===== src/rtl/membus_arbiter_pkg.sv =====
// rtl/membus_arbiter_pkg.sv - shared types and constants for the memory bus arbiter
//
// Contents:
//   arb_state_t   arbiter FSM states (IDLE, GNT_MEM, GNT_IF, DONE)
//   mem_access_t  MEM-stage access kind (read, write, IO in, IO out)
//   bus_attr_t    bus write / IO-space attributes of an access
//   TIMEOUT_DEFAULT, WAIT_W  bus wait limit and wait counter width
//   decode_mem()  resolves simultaneous MEM strobes to one access kind
//   access_attr() maps an access kind onto bus_we / bus_io
package membus_arbiter_pkg;

  typedef enum logic [1:0] {
    IDLE    = 2'd0,
    GNT_MEM = 2'd1,
    GNT_IF  = 2'd2,
    DONE    = 2'd3
  } arb_state_t;

  typedef enum logic [1:0] {
    ACC_READ  = 2'd0,
    ACC_WRITE = 2'd1,
    ACC_IN    = 2'd2,
    ACC_OUT   = 2'd3
  } mem_access_t;

  typedef struct packed {
    logic we;
    logic io;
  } bus_attr_t;

  localparam int unsigned TIMEOUT_DEFAULT = 15;
  localparam int unsigned WAIT_W          = 4;

  // Priority when several strobes are up together: out > in > write > read.
  function automatic mem_access_t decode_mem(input logic rd, input logic wr,
                                             input logic io_in, input logic io_out);
    mem_access_t acc;
    acc = ACC_READ;
    if (io_out)     acc = ACC_OUT;
    else if (io_in) acc = ACC_IN;
    else if (wr)    acc = ACC_WRITE;
    else if (rd)    acc = ACC_READ;
    return acc;
  endfunction

  function automatic bus_attr_t access_attr(input mem_access_t acc);
    bus_attr_t attr;
    attr.we = (acc == ACC_WRITE) || (acc == ACC_OUT);
    attr.io = (acc == ACC_IN)    || (acc == ACC_OUT);
    return attr;
  endfunction

endpackage


===== src/rtl/membus_arbiter_bus_wait_timer.sv =====
// rtl/membus_arbiter_bus_wait_timer.sv - bus wait counter with timeout compare
//
// Ports:
//   clk       system clock
//   rst       asynchronous active-low reset
//   clear     hold the counter at zero (asserted whenever no grant is active)
//   count_en  one more cycle spent waiting for bus_ack
//   expired   this waiting cycle is the TIMEOUT-th one; abort at the next edge
module bus_wait_timer
  import membus_arbiter_pkg::*;
#(
  parameter int unsigned TIMEOUT = TIMEOUT_DEFAULT
) (
  input  logic clk,
  input  logic rst,
  input  logic clear,
  input  logic count_en,
  output logic expired
);

  localparam logic [WAIT_W-1:0] LAST_WAIT = WAIT_W'(TIMEOUT - 1);

  logic [WAIT_W-1:0] count;

  always_ff @(posedge clk or negedge rst) begin
    if (!rst) begin
      count <= '0;
    end else if (clear) begin
      count <= '0;
    end else if (count_en) begin
      count <= count + 1'b1;
    end
  end

  // Firing on the last waiting cycle (count still TIMEOUT-1) keeps bus_req
  // high for exactly TIMEOUT cycles before the abort takes effect.
  assign expired = count_en && (count == LAST_WAIT);

endmodule


===== src/rtl/membus_arbiter.sv =====
// rtl/membus_arbiter.sv - shared memory bus arbiter between fetch and MEM stage
//
// Ports:
//   clk, rst                     clock, asynchronous active-low reset
//   if_req/if_addr               fetch read request (level, held until if_done)
//   if_rdata/if_done             fetched word and one-cycle completion pulse
//   mem_R/mem_W/mem_in/mem_out   MEM-stage read/write/IO-in/IO-out strobes
//   mem_addr/mem_wdata           MEM-stage address and store data
//   mem_rdata/mem_done           load data and one-cycle completion pulse
//   stallreq_if/stallreq_mem     stall requests while an access is outstanding
//   bus_req/bus_we/bus_io        bus request, write, IO-space select
//   bus_addr/bus_wdata           bus address and write data
//   bus_rdata/bus_ack            bus read data and acknowledge
//   bus_err                      one-cycle pulse when an access times out
module membus_arbiter
  import membus_arbiter_pkg::*;
#(
  parameter int unsigned TIMEOUT = TIMEOUT_DEFAULT
) (
  input  logic        clk,
  input  logic        rst,
  input  logic        if_req,
  input  logic [31:0] if_addr,
  output logic [31:0] if_rdata,
  output logic        if_done,
  input  logic        mem_R,
  input  logic        mem_W,
  input  logic        mem_in,
  input  logic        mem_out,
  input  logic [31:0] mem_addr,
  input  logic [31:0] mem_wdata,
  output logic [31:0] mem_rdata,
  output logic        mem_done,
  output logic        stallreq_if,
  output logic        stallreq_mem,
  output logic        bus_req,
  output logic        bus_we,
  output logic        bus_io,
  output logic [31:0] bus_addr,
  output logic [31:0] bus_wdata,
  input  logic [31:0] bus_rdata,
  input  logic        bus_ack,
  output logic        bus_err
);

  arb_state_t state;
  logic       mem_any;
  logic       in_grant;
  logic       timer_expired;
  bus_attr_t  mem_attr;

  assign mem_any  = mem_R | mem_W | mem_in | mem_out;
  assign in_grant = (state == GNT_MEM) || (state == GNT_IF);
  assign mem_attr = access_attr(decode_mem(mem_R, mem_W, mem_in, mem_out));

  // The counter is held clear outside grant states, so every grant entry
  // starts counting from zero.
  bus_wait_timer #(
    .TIMEOUT (TIMEOUT)
  ) u_wait_timer (
    .clk      (clk),
    .rst      (rst),
    .clear    (!in_grant),
    .count_en (in_grant && !bus_ack),
    .expired  (timer_expired)
  );

  // Gated by rst so the stall lines fall together with bus_req during reset.
  assign stallreq_mem = rst && mem_any && !mem_done;
  assign stallreq_if  = rst && if_req  && !if_done;

  always_ff @(posedge clk or negedge rst) begin
    if (!rst) begin
      state     <= IDLE;
      bus_req   <= 1'b0;
      bus_we    <= 1'b0;
      bus_io    <= 1'b0;
      bus_addr  <= '0;
      bus_wdata <= '0;
      bus_err   <= 1'b0;
      if_rdata  <= '0;
      if_done   <= 1'b0;
      mem_rdata <= '0;
      mem_done  <= 1'b0;
    end else begin
      if_done  <= 1'b0;
      mem_done <= 1'b0;
      bus_err  <= 1'b0;

      case (state)
        IDLE: begin
          // MEM wins ties: it belongs to the older instruction.
          if (mem_any) begin
            state     <= GNT_MEM;
            bus_req   <= 1'b1;
            bus_we    <= mem_attr.we;
            bus_io    <= mem_attr.io;
            bus_addr  <= mem_addr;
            bus_wdata <= mem_wdata;
          end else if (if_req) begin
            state     <= GNT_IF;
            bus_req   <= 1'b1;
            bus_we    <= 1'b0;
            bus_io    <= 1'b0;
            bus_addr  <= if_addr;
            bus_wdata <= '0;
          end
        end

        // Requests are not re-examined here: a withdrawn request still runs
        // the bus cycle to completion and still gets its done pulse.
        GNT_MEM, GNT_IF: begin
          if (bus_ack || timer_expired) begin
            state   <= DONE;
            bus_req <= 1'b0;
            bus_err <= !bus_ack;
            if (state == GNT_MEM) begin
              mem_done <= 1'b1;
              if (!bus_we) mem_rdata <= bus_ack ? bus_rdata : 32'h0;
            end else begin
              if_done  <= 1'b1;
              if_rdata <= bus_ack ? bus_rdata : 32'h0;
            end
          end
        end

        DONE: begin
          state <= IDLE;
        end

        default: begin
          state <= IDLE;
        end
      endcase
    end
  end

endmodule


===== config.mk =====
export PLATFORM = sky130hd
export DESIGN_NAME = membus_arbiter
export DESIGN_NICKNAME = d
export VERILOG_FILES = /design/src/rtl/membus_arbiter_pkg.sv /design/src/rtl/membus_arbiter_bus_wait_timer.sv /design/src/rtl/membus_arbiter.sv
export SDC_FILE = /design/constraint.sdc
export NUM_CORES = 1
export LEC_CHECK = 0
export CORE_MARGIN = 5
export CORE_UTILIZATION = 41
export CTS_CLUSTER_SIZE = 30
export DETAILED_ROUTE_END_ITERATION = 8
export PLACE_DENSITY = 0.89
export SLEW_MARGIN = 20
export SYNTH_ARGS = -nofsm -noshare
export SYNTH_HDL_FRONTEND = slang
export SYNTH_SLANG_ARGS = --single-unit

===== constraint.sdc =====
create_clock -name clk -period 2.3 [get_ports clk]
set_input_delay 0.23 -clock clk [delete_from_list [all_inputs] [get_ports clk]]
set_output_delay 0.23 -clock clk [all_outputs]
set_load 0.02 [all_outputs]

==> impl_results.md, run 1 <==
- Status: finished clean
- Placed cell areas: 8670 sq um
- Peak supply drop: 931 uV
- WL per Instance: 21.1 um
- Yosys warnings: 0
- Worst-path fanout max: 20
- Layout Cells excl Fill: 853
- Post-placement cell count: 821
- Metal-1 WL: 6620 um
- Synthesized net count: 531
- First-pass GRT wire length: 28,400 um
- Cell family with most CP delay: buffers and inverters
- CTS tree: done
- Routed wl met3: 2160 um
- DR WL met2: 8880 um
- Die Footprint: 16,400 sq um
- Worst-path clk slew: 60 ps
- Crit-path cells: dlygate4sd3_1, buf_6, nor3b_1, clkdlybuf4s50_1
- # clock sinks: 140
- Pre-antenna DRT Iters: 4
- Detailed Place HPWL: 13,300 um
- PnR worst setup slack: 142 ps
- Yosys top cell by area: dfrtp_1
- Final Max Tran Viols: 0
- Initial antenna violation count: 0
- Via count: 4,664
- Sw Share: 0.371
- Clock buffer depth: 2
- Arrival time at the worst endpoint: 1930 ps
- CTS buffer count: 17
- Buffers on Ports: 271
- Hold Vio Cnt, Final: 0
- DRT iter0 DRCs: 186
- Setup CP Type: input pin to output port
- Power Total: 14.2 mW
- P_int: 8.92 mW
- Largest net degree at the start of global routing: 124
- Synthesis-stage register bit count: 140
- Final setup viols: 0
- Clock Skews: 8.53 ps
- Placement Setup Slack: 62.2 ps
- Top cell type's share of synthesized area: 0.611
- Die height: 128 um
- N_diodes: 0
- Initial Utilization: 0.416
- Hold crit path type: input pin to async pin
- Rel. slew slack: 0.573
- IO Pins: 272
- Logic gate share of total power: 0.506
- Post-route ant nets: 0
- Pwr per Cell Area: 1530 nW/um^2
- Leak: 3.86 nW
- H-tree Lvls: 4
- Clock root cell: clkbuf_16
- Critical Path RT: 2070 ps
- Wirelength, routed: 18,000 um
- Sw power: 5.27 mW
- Chip width: 128 um
- Slowest stage delay, CP: 680 ps
- Vias per cell: 5.47
- All-Layer GR Usage: 0.221
- Startpoint types: input pin
- Final period util: 0.938
- F_max: 0.463 GHz
- Sequential element share of the synthesized area: 0.611
- Unrepaired setup endpoints after global routing: no
- Post-CTS sizing: 0
- Final Wtd Congestion: 0.855
- Fin crit period: 2160 ps
- Proportion of layout cells with a drive suffix above 1: 0.174
- Worst Setup End Kind: output port
- Setup TNS: 0 ps
- Clock power share: 0.189
- Reg power frac: 0.305
- Rows: 43
- Buf/Inv on CP: 3
- WHS: 248 ps
- Unique masters post-synth: 39
- Synth Cell Area: 5730 sq um
- P&R area growth vs syn: 61.5%
- Mapped Avg Cell Area: 14.7 sq um
- Core Area: 13,800 sq um
- Crit-path slowest cell: clkdlybuf4s50_1
- GR Overflow Total: 0
- Number of global-route vias before repair: 5,122
- # nets final: 801
- Syn Inst Count: 391
- Post-route design area: 9260 sq um
- DR top layer: met4
- Max cap viols: 0
- Final core utilization: 0.672
- Top post-synthesis cells by area: dfrtp_1, mux2_2, a32o_1
- DRC: 0
- Worst skew pair latency: 420 ps
- Slew @ Worst Pin: 641 ps
## kinds of logic after synthesis
kind of cell               count (synthesis)  synth area share
and+or+nand+nor                           27            0.0292
buffers and inverters                     43            0.0354
xor gates and xnor gates                   3           0.00458
AOI/OAI and AO/OA                        109             0.180
adders and majority gates                  4           0.00873
DFF                                      140             0.611
muxes                                     65             0.131
## final cells by class
| type | instances | area (sq um) |
|---|---|---|
| Fill cell | 962 | 4510 |
| Clock buffer | 18 | 439 |
| Timing Repair Buffer | 286 | 2890 |
| Sequential cell | 140 | 3500 |
| Inverter | 8 | 30.0 |
| Tap cell | 180 | 225 |
| Multi-Input combinational cell | 208 | 2030 |
| Clock inverter | 13 | 141 |
## worst reg2reg max path, delay by kind of cell, from the launching register on
| kind | cells | cell delay, ps |
|---|---|---|
| AO/OA/AOI/OAI | 1 | 240 |
| adder cells (fa/ha/maj) | 1 | 470 |
| buffers and inverters | 2 | 340 |
| flip-flops | 1 | 380 |
| AND/OR/NAND/NOR | 1 | 450 |
## state kept, by name (all words and copies together), names as in the netlist, 2 cells and up
signal              flops
bus_addr               32
bus_wdata              32
if_rdata               32
mem_rdata              32
state                   2
u_wait_timer.count      4
## power by group through the flow
| stage | combinational [mW] | clock [mW] | sequential (mW) |
|---|---|---|---|
| after floorplan | 2.43 | 0 | 5.70 |
| after global placement | 6.99 | 0 | 4.29 |
| after detailed placement | 7.21 | 0 | 4.36 |
| after CTS | 7.25 | 2.73 | 4.33 |
| after global routing | 7.60 | 2.85 | 4.49 |
| final | 7.18 | 2.68 | 4.34 |
## cell usage in the layout, fill, tap and decap left out, types with 2 or more instances in the layout
cell type,synthesis,layout
bufinv_16,0,2
and2_1,5,4
nand2_1,4,4
nand3_1,3,3
mux2_4,6,6
nor2_1,4,4
nand2b_1,4,4
inv_1,7,7
ha_1,4,4
mux2_2,58,58
clkinvlp_4,0,3
inv_6,0,3
clkinv_2,0,3
a32o_1,64,64
clkbuf_16,0,17
clkdlybuf4s50_1,0,270
xnor2_1,3,3
buf_12,0,5
o21ai_0,2,2
a22o_1,33,33
clkinv_4,0,2
buf_4,5,9
dfrtp_1,140,140
## per-layer routing
layer,track usage,vias to the layer above
li1,-,2061
met1,0.263,2338
met2,0.356,243
met3,0.104,22
met4,0.0693,0
met5,0,-
## path summary, 6_finish.rpt
check	slack, ps	cells after the start	startpoint	endpoint
setup / recovery	140	4	rst	stallreq_mem
hold / removal	250	2	rst	bus_req
setup reg to reg	370	5	state[0]	mem_rdata[11]
hold reg to reg	490	1	mem_rdata[4]	mem_rdata[4]
max in group asynchronous	1170	3	rst	if_rdata[26]
min in group clk	410	2	mem_wdata[12]	bus_wdata[12]
## timing repair
| item | CTS | global route |
|---|---|---|
| hold endpoints to repair | 17 | 0 |
| hold buffers | 1 | 0 |
| setup buffers | 0 | 0 |
| setup endpoints to repair | 0 | 0 |
## synth_stat cells
cell	n
clkinv_1	1
nor2_1	4
o21ai_0	2
mux2_4	6
a32o_1	64
buf_6	1
and3_1	1
xnor2_1	3
a21bo_2	1
nand3_1	3
nand2b_1	4
a22oi_1	1
buf_8	1
a31o_2	1
and2_1	5
nor4_4	1
a21oi_1	1
mux2_2	58
o21bai_1	1
a21o_1	1
o22ai_1	1
dfrtp_1	140
a22o_1	33
nand2_1	4
inv_1	7
nor2b_1	1
nand4b_1	1
clkbuf_1	24
o41a_1	1
buf_1	1
a221o_1	1
or4_4	1
buf_2	3
o21ai_4	1
buf_4	5
ha_1	4
mux2i_1	1
nor3_1	1
nor3b_1	1
(Power assumes the default switching activity.)
==> inputs of run 2 (changes only) <==
--- a/config.mk
+++ b/config.mk
@@ -7,2 +7,3 @@
 export LEC_CHECK = 0
+export CORE_ASPECT_RATIO = 1.1
 export CORE_MARGIN = 5
--- a/constraint.sdc
+++ b/constraint.sdc
@@ -3,2 +3,2 @@
 set_output_delay 0.23 -clock clk [all_outputs]
-set_load 0.02 [all_outputs]
+set_load 0.05 [all_outputs]
==> impl_results.md, run 2 (same netlist as run 1, synthesis figures left out) <==
- Arrival time at the worst endpoint: 1800 ps (-130 ps)
- Clock Skews: 11.3 ps (+2.74 ps)
- # nets final: 802 (+0.12%)
- Critical path depth in cells: 7 (+3)
- Final period util: 0.883 (-0.0552)
- Fin crit period: 2030 ps (-127 ps)
- Chip width: 123 um (-4.3%)
- Final setup viols: 0 (unchanged)
- Post-CTS sizing: 0 (unchanged)
- Post-route ant nets: 0 (unchanged)
- Clock buffer depth: 2 (unchanged)
- Detailed Place HPWL: 13,100 um (-1.7%)
- Wirelength, routed: 18,300 um (+1.9%)
- Rows: 45 (+4.7%)
- Slew @ Worst Pin: 591 ps (-50.0 ps)
- Via count: 4,686 (+0.47%)
- Initial Utilization: 0.417 (+0.00106)
- Proportion of layout cells with a drive suffix above 1: 0.177 (+0.00271)
- Placed cell areas: 8710 sq um (+0.43%)
- Hold crit path type: input pin to async pin
- Buffers on Ports: 271 (unchanged)
- Cell family with most CP delay: buffers and inverters
- Slowest stage delay, CP: 440 ps (-240 ps)
- Startpoint types: input pin
- Leak: 3.90 nW (+0.98%)
- Buf/Inv on CP: 5 (+2)
- Unrepaired setup endpoints after global routing: no
- Rel. slew slack: 0.605 (+0.0321)
- Setup CP Type: input pin to output port
- IO Pins: 272 (unchanged)
- Number of global-route vias before repair: 5,189 (+1.3%)
- R2R cell count: 6 (+1)
- All-Layer GR Usage: 0.227 (+0.00541)
- Terminus of the critical flop-to-flop path: bus_wdata[19]
- Vias per cell: 5.44 (-0.58%)
- Clock root cell: clkbuf_16
- Reg2reg setup slack: 520 ps (+150 ps)
- Worst-path fanout max: 30 (+50%)
- Pre-antenna DRT Iters: 5 (+1)
- PnR worst setup slack: 269 ps (+127 ps)
- Largest net degree at the start of global routing: 92 (-26%)
- GR Overflow Total: 0 (unchanged)
- H-tree Lvls: 4 (unchanged)
- Peak supply drop: 1100 uV (+18%)
- WHS: 368 ps (+120 ps)
- Pwr per Cell Area: 1830 nW/um^2 (+19%)
- Worst r2r src: state[1]
- Commonest non-fill, non-tap cell in the layout: clkdlybuf4s50_1
- P&R area growth vs syn: 62.9%
- Initial antenna violation count: 0 (unchanged)
- Post-route design area: 9340 sq um (+0.82%)
- Power Total: 17.1 mW (+20%)
- WL per Instance: 21.3 um (+0.88%)
- Crit-path cells: clkdlybuf4s50_1, buf_4, nor4_4, buf_12, nor3b_1, buf_4, buf_12
- DRC: 0 (unchanged)
- Worst Setup End Kind: output port
- F_max: 0.492 GHz (+6.2%)
- Die Footprint: 16,500 sq um (about the same)
- Status: finished clean
- Final Wtd Congestion: 0.797 (-6.8%)
- Critical Path RT: 2070 ps (about the same)
- First-pass GRT wire length: 28,700 um (+0.99%)
- N_diodes: 0 (unchanged)
- Core Area: 13,700 sq um (-0.25%)
- CTS buffer count: 17 (unchanged)
- Placement Setup Slack: -46.5 ps (-109 ps)
- Worst skew pair latency: 420 ps (about the same)
- Worst-path clk slew: 70 ps (about the same)
- Final Max Tran Viols: 0 (unchanged)
- DRT iter0 DRCs: 259 (+39%)
- Crit-path slowest cell: clkdlybuf4s50_1
- Most frequent cells in the layout: clkdlybuf4s50_1, dfrtp_1, a32o_1
- Hold Vio Cnt, Final: 0 (unchanged)
- Die height: 134 um (+4.5%)
- # clock sinks: 140 (unchanged)
- Max cap viols: 0 (unchanged)
- CTS tree: done
==> run 2: cell types whose count changed in the layout (fill, tap and decap cells not counted), sizes merged <==
cell	previous run	this run
buf	15	18
bufinv	2	4
clkdlybuf4s50	270	268
clkinvlp	3	1
==> run 2: repair_timing <==
action	in CTS	in global routing
hold buffers	1	0
setup endpoints to repair	0	0
setup buffers	0	0
hold endpoints to repair	49	0
==> run 2: power breakdown <==
| group | switching, mW | internal (mW) |
|---|---|---|
| Combinational | 6.20 | 3.61 |
| Sequential | 0.696 | 3.67 |
| Clock | 1.05 | 1.82 |
| Total | 7.95 | 9.10 |
==> run 2: worst reg2reg max path, delay by kind of cell (launching register included) <==
family	cells	cell delay [ps]
DFF	1	360
adders and majority gates	1	340
AOI/OAI and AO/OA	2	410
buffers and inverters	3	560
==> run 2: per-layer routing <==
| metal | GRT usage | wire length, um |
|---|---|---|
| met2 | 0.370 | 8880 |
| met4 | 0.0840 | 457 |
| met5 | 0 | 0 |
| met3 | 0.119 | 2530 |
| met1 | 0.251 | 6460 |
==> run 2: cell type report <==
type                    count  area, sq um
fillers                  1000         4400
flip-flops and latches    140         3500
repair buffers            287         2920
multi-input cells         208         2030
clock buffers              18          429
well taps                 188          235
clock inverters            13          190
inverters                   8         30.0
==> run 2: metrics by stage <==
step,util,instances,setup TNS [ps]
after floorplan,-,391,0
after CTS,0.680,862,0
after global placement,0.634,830,0
after global routing,0.680,862,0
after detailed placement,0.634,830,-188
final,0.680,862,0
==> run 2: worst max path at each step <==
stage | from | to | slack (ps)
floorplan | mem_done | stallreq_mem | 290
global placement | mem_in | bus_wdata[29] | 70
detailed placement | mem_in | bus_wdata[27] | -50
CTS | mem_out | stallreq_mem | 260
global route | rst | stallreq_mem | 150
finish | mem_out | stallreq_mem | 270
